===== src/rtl/axi_grid_wr_depacketizer.sv =====
// Grid write-path receive end: rebuilds AXI AW/W bursts from header + data flits
// and returns each AXI B response to the grid as a single response flit.
module axi_grid_wr_depacketizer #(
  parameter int ADDR_WIDTH = 32,
  parameter int DATA_WIDTH = 64,
  parameter int ID_WIDTH   = 4,
  parameter int FLIT_WIDTH = DATA_WIDTH + DATA_WIDTH/8
) (
  input  logic                    clk_i,
  input  logic                    arst_i,
  input  logic [FLIT_WIDTH-1:0]   flit_data_i,
  input  logic                    flit_last_i,
  input  logic                    flit_valid_i,
  output logic                    flit_ready_o,
  output logic [ID_WIDTH-1:0]     aw_id_o,
  output logic [ADDR_WIDTH-1:0]   aw_addr_o,
  output logic [7:0]              aw_len_o,
  output logic [2:0]              aw_size_o,
  output logic [1:0]              aw_burst_o,
  output logic                    aw_valid_o,
  input  logic                    aw_ready_i,
  output logic [DATA_WIDTH-1:0]   w_data_o,
  output logic [DATA_WIDTH/8-1:0] w_strb_o,
  output logic                    w_last_o,
  output logic                    w_valid_o,
  input  logic                    w_ready_i,
  input  logic [ID_WIDTH-1:0]     b_id_i,
  input  logic [1:0]              b_resp_i,
  input  logic                    b_valid_i,
  output logic                    b_ready_o,
  output logic [ID_WIDTH+1:0]     bflit_data_o,
  output logic                    bflit_valid_o,
  input  logic                    bflit_ready_i,
  output logic                    err_o
);

  localparam int LEN_LSB   = ADDR_WIDTH;
  localparam int SIZE_LSB  = ADDR_WIDTH + 8;
  localparam int BURST_LSB = ADDR_WIDTH + 11;
  localparam int ID_LSB    = ADDR_WIDTH + 13;

  if (ID_LSB + ID_WIDTH > FLIT_WIDTH) begin : g_hdr_fit_check
    $fatal(1, "header fields do not fit in FLIT_WIDTH");
  end
  if ((DATA_WIDTH % 8 != 0) || (FLIT_WIDTH != DATA_WIDTH + DATA_WIDTH/8)) begin : g_width_check
    $fatal(1, "DATA_WIDTH must be a multiple of 8 and FLIT_WIDTH must not be overridden");
  end

  typedef enum logic [1:0] {ST_HDR, ST_AW, ST_DATA} state_t;

  state_t     state_q, state_d;
  logic [7:0] beat_cnt_q;
  logic       w_hs;

  // Data beats pass straight through; only the framing decision is stateful.
  assign w_data_o = flit_data_i[DATA_WIDTH-1:0];
  assign w_strb_o = flit_data_i[FLIT_WIDTH-1:DATA_WIDTH];
  assign w_hs     = w_valid_o && w_ready_i;

  always_comb begin
    // NOTE: every output of this block gets a default first so no path can infer a latch.
    state_d      = state_q;
    flit_ready_o = 1'b0;
    aw_valid_o   = 1'b0;
    w_valid_o    = 1'b0;
    w_last_o     = 1'b0;
    case (state_q)
      ST_HDR: begin
        flit_ready_o = 1'b1;
        if (flit_valid_i && !flit_last_i) state_d = ST_AW;
      end
      ST_AW: begin
        aw_valid_o = 1'b1;
        if (aw_ready_i) state_d = ST_DATA;
      end
      ST_DATA: begin
        w_valid_o    = flit_valid_i;
        flit_ready_o = w_ready_i;
        w_last_o     = (beat_cnt_q == aw_len_o);
        if (flit_valid_i && w_ready_i && w_last_o) state_d = ST_HDR;
      end
      default: state_d = ST_HDR;
    endcase
  end

  always_ff @(posedge clk_i or posedge arst_i) begin
    if (arst_i) begin
      state_q    <= ST_HDR;
      beat_cnt_q <= '0;
      aw_id_o    <= '0;
      aw_addr_o  <= '0;
      aw_len_o   <= '0;
      aw_size_o  <= '0;
      aw_burst_o <= '0;
      err_o      <= 1'b0;
    end else begin
      // NOTE: sequential state uses non-blocking assignments so every flop samples pre-edge values.
      state_q <= state_d;
      if (state_q == ST_HDR && flit_valid_i) begin
        if (flit_last_i) begin
          err_o <= 1'b1;  // single-flit packet has no data: drop it
        end else begin
          aw_addr_o  <= flit_data_i[ADDR_WIDTH-1:0];
          aw_len_o   <= flit_data_i[LEN_LSB +: 8];
          aw_size_o  <= flit_data_i[SIZE_LSB +: 3];
          aw_burst_o <= flit_data_i[BURST_LSB +: 2];
          aw_id_o    <= flit_data_i[ID_LSB +: ID_WIDTH];
          beat_cnt_q <= '0;
        end
      end
      if (state_q == ST_DATA && w_hs) begin
        beat_cnt_q <= beat_cnt_q + 8'd1;
        // The beat count frames the burst; a disagreeing last flag is only reported.
        if (flit_last_i != w_last_o) err_o <= 1'b1;
      end
    end
  end

  assign b_ready_o = !bflit_valid_o || bflit_ready_i;

  always_ff @(posedge clk_i or posedge arst_i) begin
    if (arst_i) begin
      bflit_valid_o <= 1'b0;
      bflit_data_o  <= '0;
    end else if (b_valid_i && b_ready_o) begin
      bflit_valid_o <= 1'b1;
      bflit_data_o  <= {b_resp_i, b_id_i};
    end else if (bflit_ready_i) begin
      bflit_valid_o <= 1'b0;
    end
  end

endmodule


===== config.mk =====
export PLATFORM = sky130hd
export DESIGN_NAME = axi_grid_wr_depacketizer
export DESIGN_NICKNAME = d
export VERILOG_FILES = /design/src/rtl/axi_grid_wr_depacketizer.sv
export SDC_FILE = /design/constraint.sdc
export NUM_CORES = 1
export LEC_CHECK = 0
export ABC_AREA = 1
export BUFFER_PORTS_ARGS = -buffer_cell sky130_fd_sc_hd__buf_2
export CORE_AREA = 2 2 98 100
export CTS_CLUSTER_DIAMETER = 60
export DETAILED_ROUTE_END_ITERATION = 12
export DIE_AREA = 0 0 100 102
export GPL_ROUTABILITY_DRIVEN = 0
export GPL_TIMING_DRIVEN = 0
export PLACE_DENSITY_LB_ADDON = 0.08
export SLEW_MARGIN = 10
export SYNTH_ARGS = -nofsm -noshare
export SYNTH_HDL_FRONTEND = slang
export SYNTH_SLANG_ARGS = --single-unit

===== constraint.sdc =====
create_clock -name clk_i -period 2.1 [get_ports clk_i]
set_input_delay 0.105 -clock clk_i [delete_from_list [all_inputs] [get_ports clk_i]]
set_output_delay 0.105 -clock clk_i [all_outputs]
set_load 0.03 [all_outputs]

### Word-level counts from Yosys, hierarchy flattened

Cells that the tools add are included.

| word-level totals | value |
|---|---|
| flip-flop bits (word level) | 67 |
| input bits | 86 |
| memories kept | 0 |
| bits in writable memories | 0 |
| output and inout bits | 134 |
| memory bits (read-only) | 0 |
| latch bits | 0 |
| logic and storage cells | 53 |

| operators by class | value |
|---|---|
| shift operators | 0 |
| reductions and logical operators | 16 |
| $add $sub $neg | 1 |
| bitwise operators | 1 |
| div/mod/pow operators | 0 |
| equality and inequality tests | 8 |
| order comparisons | 0 |
| mux-type cells | 17 |
| multiply operators | 0 |

Operators with widths:

| cell | number |
|---|---|
| 8-bit 2-to-1 mux | 3 |
| 1-bit 2-to-1 mux | 9 |
| 8-bit by 1-bit adder with 8-bit output, second input constant | 1 |
| 8-bit == test | 1 |
| 1-bit logical AND | 7 |
| 2-bit 2-to-1 mux | 3 |
| 2-bit inequality test, second input constant | 3 |
| 2-bit case mux with 3 select lines | 1 |
| 2-bit AND reduction | 2 |
| 2-bit nonzero test | 2 |
| 3-bit AND reduction | 1 |
| 2-bit by 1-bit == test with 1-bit output, second input constant | 1 |
| 2-bit == test, second input constant | 1 |
| 1-bit zero test | 2 |
| 2-bit zero test | 1 |
| 2-bit by 1-bit inequality test with 1-bit output, second input constant | 1 |
| 1-bit case mux with 2 select lines | 1 |
| 1-bit logical OR | 1 |
| 1-bit inequality test | 1 |
| 1-bit NOT | 1 |

### Longest topological paths before layout

Gate-level depths: netlist of run 1.

| logic depth | value |
|---|---|
| depth in word-level cells | 6 |
| gate-level depth with buffers | 9 |
| gate-level depth less buffers | 9 |

### Least setup slack after synthesis of run 1

Ideal clock, no wire load.

| timing path | value |
|---|---|
| kind | register to register |
| start point | register bflit_valid_o |
| end point | register bflit_data_o[0] |
| path buffers | 0 |
| cell stages (with the launch flop) | 4 |
| data arrival time | 1.391 ns |
| period minus slack after synthesis | 1.515 ns |
| data required time | 1.975 ns |
| library setup time | 0.125 ns |
| slack | 0.585 ns |
| path through | dfrtp_1 nand2_1 nand2_1 mux2_2 |

| between the ends | value |
|---|---|
| cells in the longest elaborated chain, start to end | 3 |

Ends and longest elaborated chain:

| item | line | RTL |
|---|---|---|
| start, declared | 32 | `output logic bflit_valid_o,` |
| start signal, assigned | 123 | `bflit_valid_o <= 1'b0;` |
| start signal, assigned | 126 | `bflit_valid_o <= 1'b1;` |
| start signal, assigned | 129 | `bflit_valid_o <= 1'b0;` |
| 1-bit zero test | 119 | `assign b_ready_o = !bflit_valid_o \|\| bflit_ready_i;` |
| 1-bit logical OR | 119 |  |
| named net b_ready_o | 30 | `output logic b_ready_o,` |
| 1-bit logical AND | 125 | `end else if (b_valid_i && b_ready_o) begin` |
| end signal, assigned | 127 | `bflit_data_o <= {b_resp_i, b_id_i};` |
| end, declared | 31 | `output logic [ID_WIDTH+1:0] bflit_data_o,` |

The timed path passes the listed nets, and every way through them passes these cells.
A chain may end at the register's enable or synchronous reset.

### Worst setup path in the final report of run 1

| timing path | value |
|---|---|
| start point | register beat_cnt_q[0] |
| end point | output port w_last_o |

| between the ends | value |
|---|---|
| cells in the longest elaborated chain, start to end | 2 |

Ends and longest elaborated chain:

| item | line | RTL |
|---|---|---|
| start, declared | 52 | `logic [7:0] beat_cnt_q;` |
| start signal, assigned | 112 | `beat_cnt_q <= beat_cnt_q + 8'd1;` |
| 8-bit == test | 79 | `w_last_o = (beat_cnt_q == aw_len_o);` |
| 1-bit 2-to-1 mux | 67 | `case (state_q)` |
| end, declared | 24 | `output logic w_last_o,` |

Every way passes these cells.

==> summary.txt, run 1 <==
Place
  • Hpwl dp: 5828 um
  • Post-DP Area: 4622 um^2
  • IO Port Bufs: 196

Min path
  • Hold Crit Class: primary input to flop

Floorplanning
  • Chip width: about 100 um
  • Chip height: 102 um
  • Die area: 10,200 um^2
  • # IOs: 220
  • Initial core utilization: around two fifths
  • Count of standard-cell rows: 35
  • Core Area: 9109 um^2

Global route
  • Initial antenna violation count: 0
  • GRT Total Usage: 15.57%
  • Pin count of the biggest net entering global routing: 60
  • GRT Residual Overflow: 0
  • Global-route wire length before repair: 12,320 um
  • Vias in the first global route: 2,640

Synth
  • Post-synth top area cell: dfrtp_1
  • Post-Syn Instances: 300
  • Top_reg_cell synth: dfrtp_1
  • Synth top area cells: dfrtp_1 48%, buf_4 16%, mux2_4 13%
  • Top-count cell post-synth: buf_4
  • Ys async rst share: 100.0%
  • Top cell type's share of synthesized area: about half
  • EDFF count, synth: 0
  • Synthesized area per cell: approximately 12 um^2
  • Sequential fraction of the synthesis area: 48.29%
  • Synth warn: 0
  • Yosys cell types: 24
  • Net count after synthesis: 387
  • #FFs+latches synth: 67
  • Most frequent cells after synthesis: 72 x buf_4, 67 x dfrtp_1, 35 x nand2_1
  • Syn Std Cell Area: 3472 um^2

Clock tree
  • CTS buffer count: 9
  • Total clock sinks: between 60 and 70
  • CTS tree: done
  • # resized after CTS: 0
  • Root Driver: clkbuf_8
  • Post-CTS setup buffers: 0
  • H-tree levels: 3
  • Clock transition at path regs: 0.07 ns
  • Latest clock arrival within the worst-skew pair: approximately 0.34 ns
  • CTS Buffer Depth: 2

Layout
  • Share of cells above drive strength 1: 63.47%
  • Area growth syn-to-layout: 52.54%
  • Final instance area: ~5300 um^2
  • # nets final: approximately 640
  • Fillers: ~800
  • Antenna Cells: 0

Drt
  • Avg WL per Cell: 12.31 um
  • DR iter-0 viols: 30
  • Vias/cell: 4.286
  • DRT Pass-1 Iters: 5
  • Routed Antenna Nets: 0
  • Vias: 2,846
  • DRC: 0
  • Routed wire length: a little over 8000 um

Timing
  • Max Clk Rate: ~600 MHz
  • Final count of hold timing violations: 0
  • Setup TNS: 0 ns
  • Slew Limit Fails: 0
  • RSZ-0062 raised after global routing: false
  • Slew Limit Headroom: roughly four fifths
  • Final Hold Slack: 0.01488 ns
  • Post-route clock period utilization: 79.72%
  • Clk_skew: 0.008095 ns
  • Slew @ Worst Pin: 0.2891 ns
  • Fin crit period: 1.674 ns
  • # setup viols final: 0

Critical path
  • CP required: about 2.0 ns
  • CP endpoint kind: output port
  • Arrival time worst endpoint: ~1.6 ns
  • Crit Path Category: flop to output port
  • Startpoint type of the worst setup path: flop
  • Crit-path max FO: 5

Status
  • Outcome: complete, no violations

Run
  • Maxcap violations: 0

Power and ir drop
  • Int Power: 4.093 mW
  • Maximum vdd ir drop: roughly 0.00063 V
  • Net Sw Frac: 40.58%
  • Leakage: 2.900 nW
  • Power Density: 1301 nW/um^2
  • Reg power frac: 31.3%
  • Gate power share: 47.7%
  • Sw power: 2.795 mW
  • Clock power share: 21.0%
cells by family after synthesis:
kind of cell / count (synthesis) / synth area share (%)
XOR/XNOR: 6 / 1.514
buffers and inverters: 97 / 19.39
adder cells (fa/ha/maj): 1 / 0.3603
AO/OA/AOI/OAI: 16 / 2.702
flip-flops: 67 / 48.29
multiplexers: 52 / 20.22
AND/OR/NAND/NOR: 61 / 7.532
registers in the layout (all words and copies together), names as in the netlist:
register and flops:
aw_addr_o 32, aw_burst_o 2, aw_id_o 4, aw_len_o 8
aw_size_o 3, beat_cnt_q 8, bflit_data_o 6, bflit_valid_o 1
err_o 1, state_q 2
final cells by class:
cell class	instances	area, um^2	share of cell area [%]
Buffer	78	601.8	11.36
Clock buffer	10	137.6	2.599
Clock inverter	6	136.4	2.575
Inverter	19	73.82	1.394
Multi-Input combinational cell	136	1122	21.19
Sequential cell	67	1677	31.66
Tap cell	111	138.9	2.622
Timing Repair Buffer	237	1409	26.60
worst paths after layout:
path	slack [ns]	to	startpoint	depth (start not counted)
max	0.43	w_last_o	beat_cnt_q[0]	6
min	0.01	aw_len_o[2]	flit_data_i[34]	2
max reg2reg	0.67	beat_cnt_q[6]	beat_cnt_q[0]	9
min reg2reg	0.50	aw_addr_o[10]	aw_addr_o[10]	1
max in group asynchronous	1.38	aw_len_o[4]	arst_i	4
min in group asynchronous	0.21	aw_addr_o[21]	arst_i	3
layout by cell type (no fill, tap or decap), types with 2 or more instances in the layout:
cell	instances
inv_1	18
o31ai_1	2
o22ai_1	2
mux2_2	21
nand2_1	35
o21ai_0	2
clkbuf_8	10
nor2_1	14
xnor2_1	5
mux2_4	31
buf_4	72
dfrtp_1	67
dlygate4sd3_1	40
buf_6	5
bufinv_16	4
a21oi_1	7
buf_2	197
nand3_1	6
nor2_2	3
metal layers:
layer	GRT usage, %	wire length (um)	vias up
met5	0	0	-
met4	7.376	171	0
met3	3.967	677	15
met2	26.98	4076	138
met1	18.19	3246	1298
li1	-	-	1395
critical path: stages, from the launching register on:
cell	delay, ns
dfrtp_1	0.44
xnor2_1	0.19
nand2_1	0.11
nor2_1	0.12
nand2_1	0.09
nor2_1	0.09
buf_2	0.20
through the flow:
| step | std cells | utilization (%) | power, mW | worst slack, ns |
|---|---|---|---|---|
| final | 664 | 58.15 | 6.888 | 0.4258 |
| after CTS | 662 | 57.93 | 6.967 | 0.4011 |
| after global placement | 607 | 50.41 | 5.393 | -0.5737 |
| after global routing | 664 | 58.15 | 7.250 | 0.2681 |
| after floorplan | 300 | - | 4.510 | 0.3118 |
| after detailed placement | 608 | 50.74 | 5.429 | 0.6735 |
repair_timing:
action,in CTS,in global routing
setup endpoints to repair,0,0
hold endpoints to repair,105,2
hold buffers,38,2
power by group through the flow:
stage	registers, mW	logic (mW)	clock network (mW)
after floorplan	3.16	1.35	0
after CTS	2.16	3.31	1.49
final	2.16	3.28	1.45
after detailed placement	2.17	3.26	0
after global placement	2.16	3.23	0
after global routing	2.23	3.48	1.54
(Power assumes the default switching activity.)
==> run 2, diff against run 1 <==
- clock period: 2.1 -> 1.6 ns (I/O delays scaled with it)
==> run 2 against run 1 <==
Clock skew about the same. Non-clock buffer count up 20. Sequential share of layout area down 1.0 points. Routed wire length up 5.8%. Hold slack better by 0.0048 ns. Count of clock-buffer cells in the layout up 1. Clock power up 24%. Critical path type unchanged. Largest cell class unchanged.
==> summary.txt, run 2 (synthesized netlist as in run 1, its figures left out) <==
Drt
  • DRC: 0 (unchanged)
  • Uppermost layer routed: met4
  • Vias: 2,941 (+3.3%)
  • DR iter-0 viols: 45 (+50%)
  • DRT Pass-1 Iters: 4 (-1)
  • Routed Antenna Nets: 0 (unchanged)
  • Met2 wire length: 4438 um (+8.9%)
  • Met1 WL: 3445 um (+6.1%)
  • DR WL met3: 667 um (-1.5%)
  • Avg WL per Cell: 12.65 um (+2.7%)
  • Vias/cell: 4.300 (+0.32%)
  • Routed wire length: 8650 um (+5.8%)

Critical path
  • Startpoint type of the worst setup path: flop
  • Slowest stage delay, CP: 0.40 ns (-0.04 ns)
  • CP required: 1.52 ns (-0.48 ns)
  • Crit path max-delay family: simple AND/OR/NAND/NOR gates
  • Crit-path cells: inv_1 > nand2_1 > nand2_1 > nand2_1 > nor2_1 > nand2_1 > nor2_1 > buf_4
  • Internal reg-to-reg setup slack: 0.17 ns (-0.50 ns)
  • Arrival time worst endpoint: 1.49 ns (-0.08 ns)
  • CP endpoint kind: output port
  • Crit-path max FO: 4 (-1)
  • CP most frequent cell: nand2_1
  • Worst path bufs/invs: 2 (+1)
  • Crit Path Category: flop to output port
  • Worst path slowest cell: dfrtp_1

Status
  • Outcome: complete, no violations

Timing
  • Slew @ Worst Pin: 0.7014 ns (+0.4124 ns)
  • Final count of hold timing violations: 0 (unchanged)
  • RSZ-0062 raised after global routing: true
  • Clk_skew: 0.008342 ns (+0.0002475 ns)
  • Post-route clock period utilization: 97.82%
  • Max Clk Rate: 638.9 MHz
  • Final Hold Slack: 0.01970 ns (+0.004821 ns)
  • Slew Limit Headroom: 53.14% (-28 points)
  • Fin crit period: 1.565 ns
  • Slew Limit Fails: 0 (unchanged)
  • Setup TNS: 0 ns (unchanged)
  • # setup viols final: 0 (unchanged)

Global route
  • Global-route wire length before repair: 13,300 um (+8.0%)
  • Pin count of the biggest net entering global routing: 37 (-38%)
  • GRT Residual Overflow: 0 (unchanged)
  • Initial antenna violation count: 0 (unchanged)
  • Vias in the first global route: 2,843 (+7.7%)
  • GRT Total Usage: 16.69% (+1.1 points)

Clock tree
  • Clock transition at path regs: 0.08 ns (about the same)
  • CTS buffer count: 9 (unchanged)
  • H-tree levels: 3 (unchanged)
  • Latest clock arrival within the worst-skew pair: 0.34 ns (about the same)
  • Total clock sinks: 67 (unchanged)
  • CTS tree: done
  • Root Driver: clkbuf_8
  • CTS Buffer Depth: 2 (unchanged)

Layout
  • Area growth syn-to-layout: 57.73%
  • Largest register FFs: 32 (unchanged)
  • Final core utilization: 60.12% (+2.0 points)
  • Fillers: 773 (-3.1%)
  • Register area: 1678 um^2 (about the same)
  • Largest Register: aw_addr_o
  • Area of the multi-input gates: 1130 um^2 (+0.67%)
  • # nets final: 655 (+3.1%)
  • Commonest cells after routing, fill and taps aside: 196 x buf_2, 77 x buf_4, 66 x dfrtp_1
  • Biggest regs: aw_addr_o: 32 flops, aw_len_o: 8 flops, beat_cnt_q: 8 flops
  • Most common cell after layout, fill and taps aside: buf_2
  • Share of cells above drive strength 1: 62.30% (-1.2 points)
  • Antenna Cells: 0 (unchanged)
  • Final non-filler cell total: 684 (+3.0%)

Min path
  • Hold Crit Class: primary input to flop

Floorplanning
  • Initial core utilization: 38.12% (unchanged)
  • # IOs: 220 (unchanged)
  • Count of standard-cell rows: 35 (unchanged)
  • Chip height: 102 um (unchanged)
  • Core Area: 9109 um^2 (unchanged)
  • Die area: 10,200 um^2 (unchanged)
  • Chip width: 100 um (unchanged)

Place
  • IO Port Bufs: 196 (unchanged)
  • DP Cell Count: 608 (unchanged)
  • Hpwl dp: 6046 um (+3.7%)

Run
  • Maxcap violations: 0 (unchanged)

Power and ir drop
  • Maximum vdd ir drop: 0.0009827 V (+55%)
  • Power Density: 1647 nW/um^2 (+27%)
  • Leakage: 2.980 nW (+2.7%)
  • Pwr Total: 9.019 mW (+31%)
==> run 2: what timing repair did <==
| action | 4_1_cts | 5_1_grt |
|---|---|---|
| hold endpoints to repair | 86 | 1 |
| resized for setup | 1 | 2 |
| endpoints found under the setup margin | 1 | 1 |
| setup buffers | 2 | 2 |
| hold buffers | 55 | 1 |
| pin swaps | 4 | 3 |
==> run 2: worst register-to-register path: cells and delay by family (launching register included) <==
kind                   cells  cell delay, ns
buffers and inverters      2            0.35
multiplexers               1            0.30
AND/OR/NAND/NOR            2            0.26
flip-flops                 1            0.42
==> run 2: layout make-up <==
cell class / count / area share, %
Clock inverter: 5 / 1.965
Clock buffer: 11 / 2.764
Timing Repair Buffer: 257 / 29.11
Sequential cell: 67 / 30.64
Tap cell: 111 / 2.536
Buffer: 78 / 10.99
Inverter: 19 / 1.371
Multi-Input combinational cell: 136 / 20.63
==> run 2: where the power goes <==
part           leakage [nW]  switching, mW  internal [mW]
registers             0.801          0.437           2.40
logic                  2.05           2.59           1.79
clock network         0.130          0.671           1.13
total                  2.98           3.70           5.32
==> run 2: layer usage <==
metal	global-route usage [%]	vias up
met5	0	-
met4	4.953	0
met3	5.198	7
met2	30.04	131
met1	19.17	1364
li1	-	1439
==> run 2: metrics by stage <==
step | worst slack (ns) | instance area [um^2]
after floorplan | 0.08466 | 3476
after global placement | 0.1752 | 4596
after detailed placement | 0.1749 | 4616
after CTS | -0.007024 | 5443
after global routing | -0.1702 | 5477
final | 0.03491 | 5477
==> run 2: final timing paths <==
check	start	end	cells after the start
min reg2reg	aw_addr_o[0]	aw_addr_o[0]	1
max reg2reg	state_q[1]	aw_addr_o[31]	5
max	beat_cnt_q[4]	w_last_o	8
min	bflit_ready_i	bflit_valid_o	4
max in group asynchronous	arst_i	beat_cnt_q[0]	4
min in group asynchronous	arst_i	aw_addr_o[23]	3
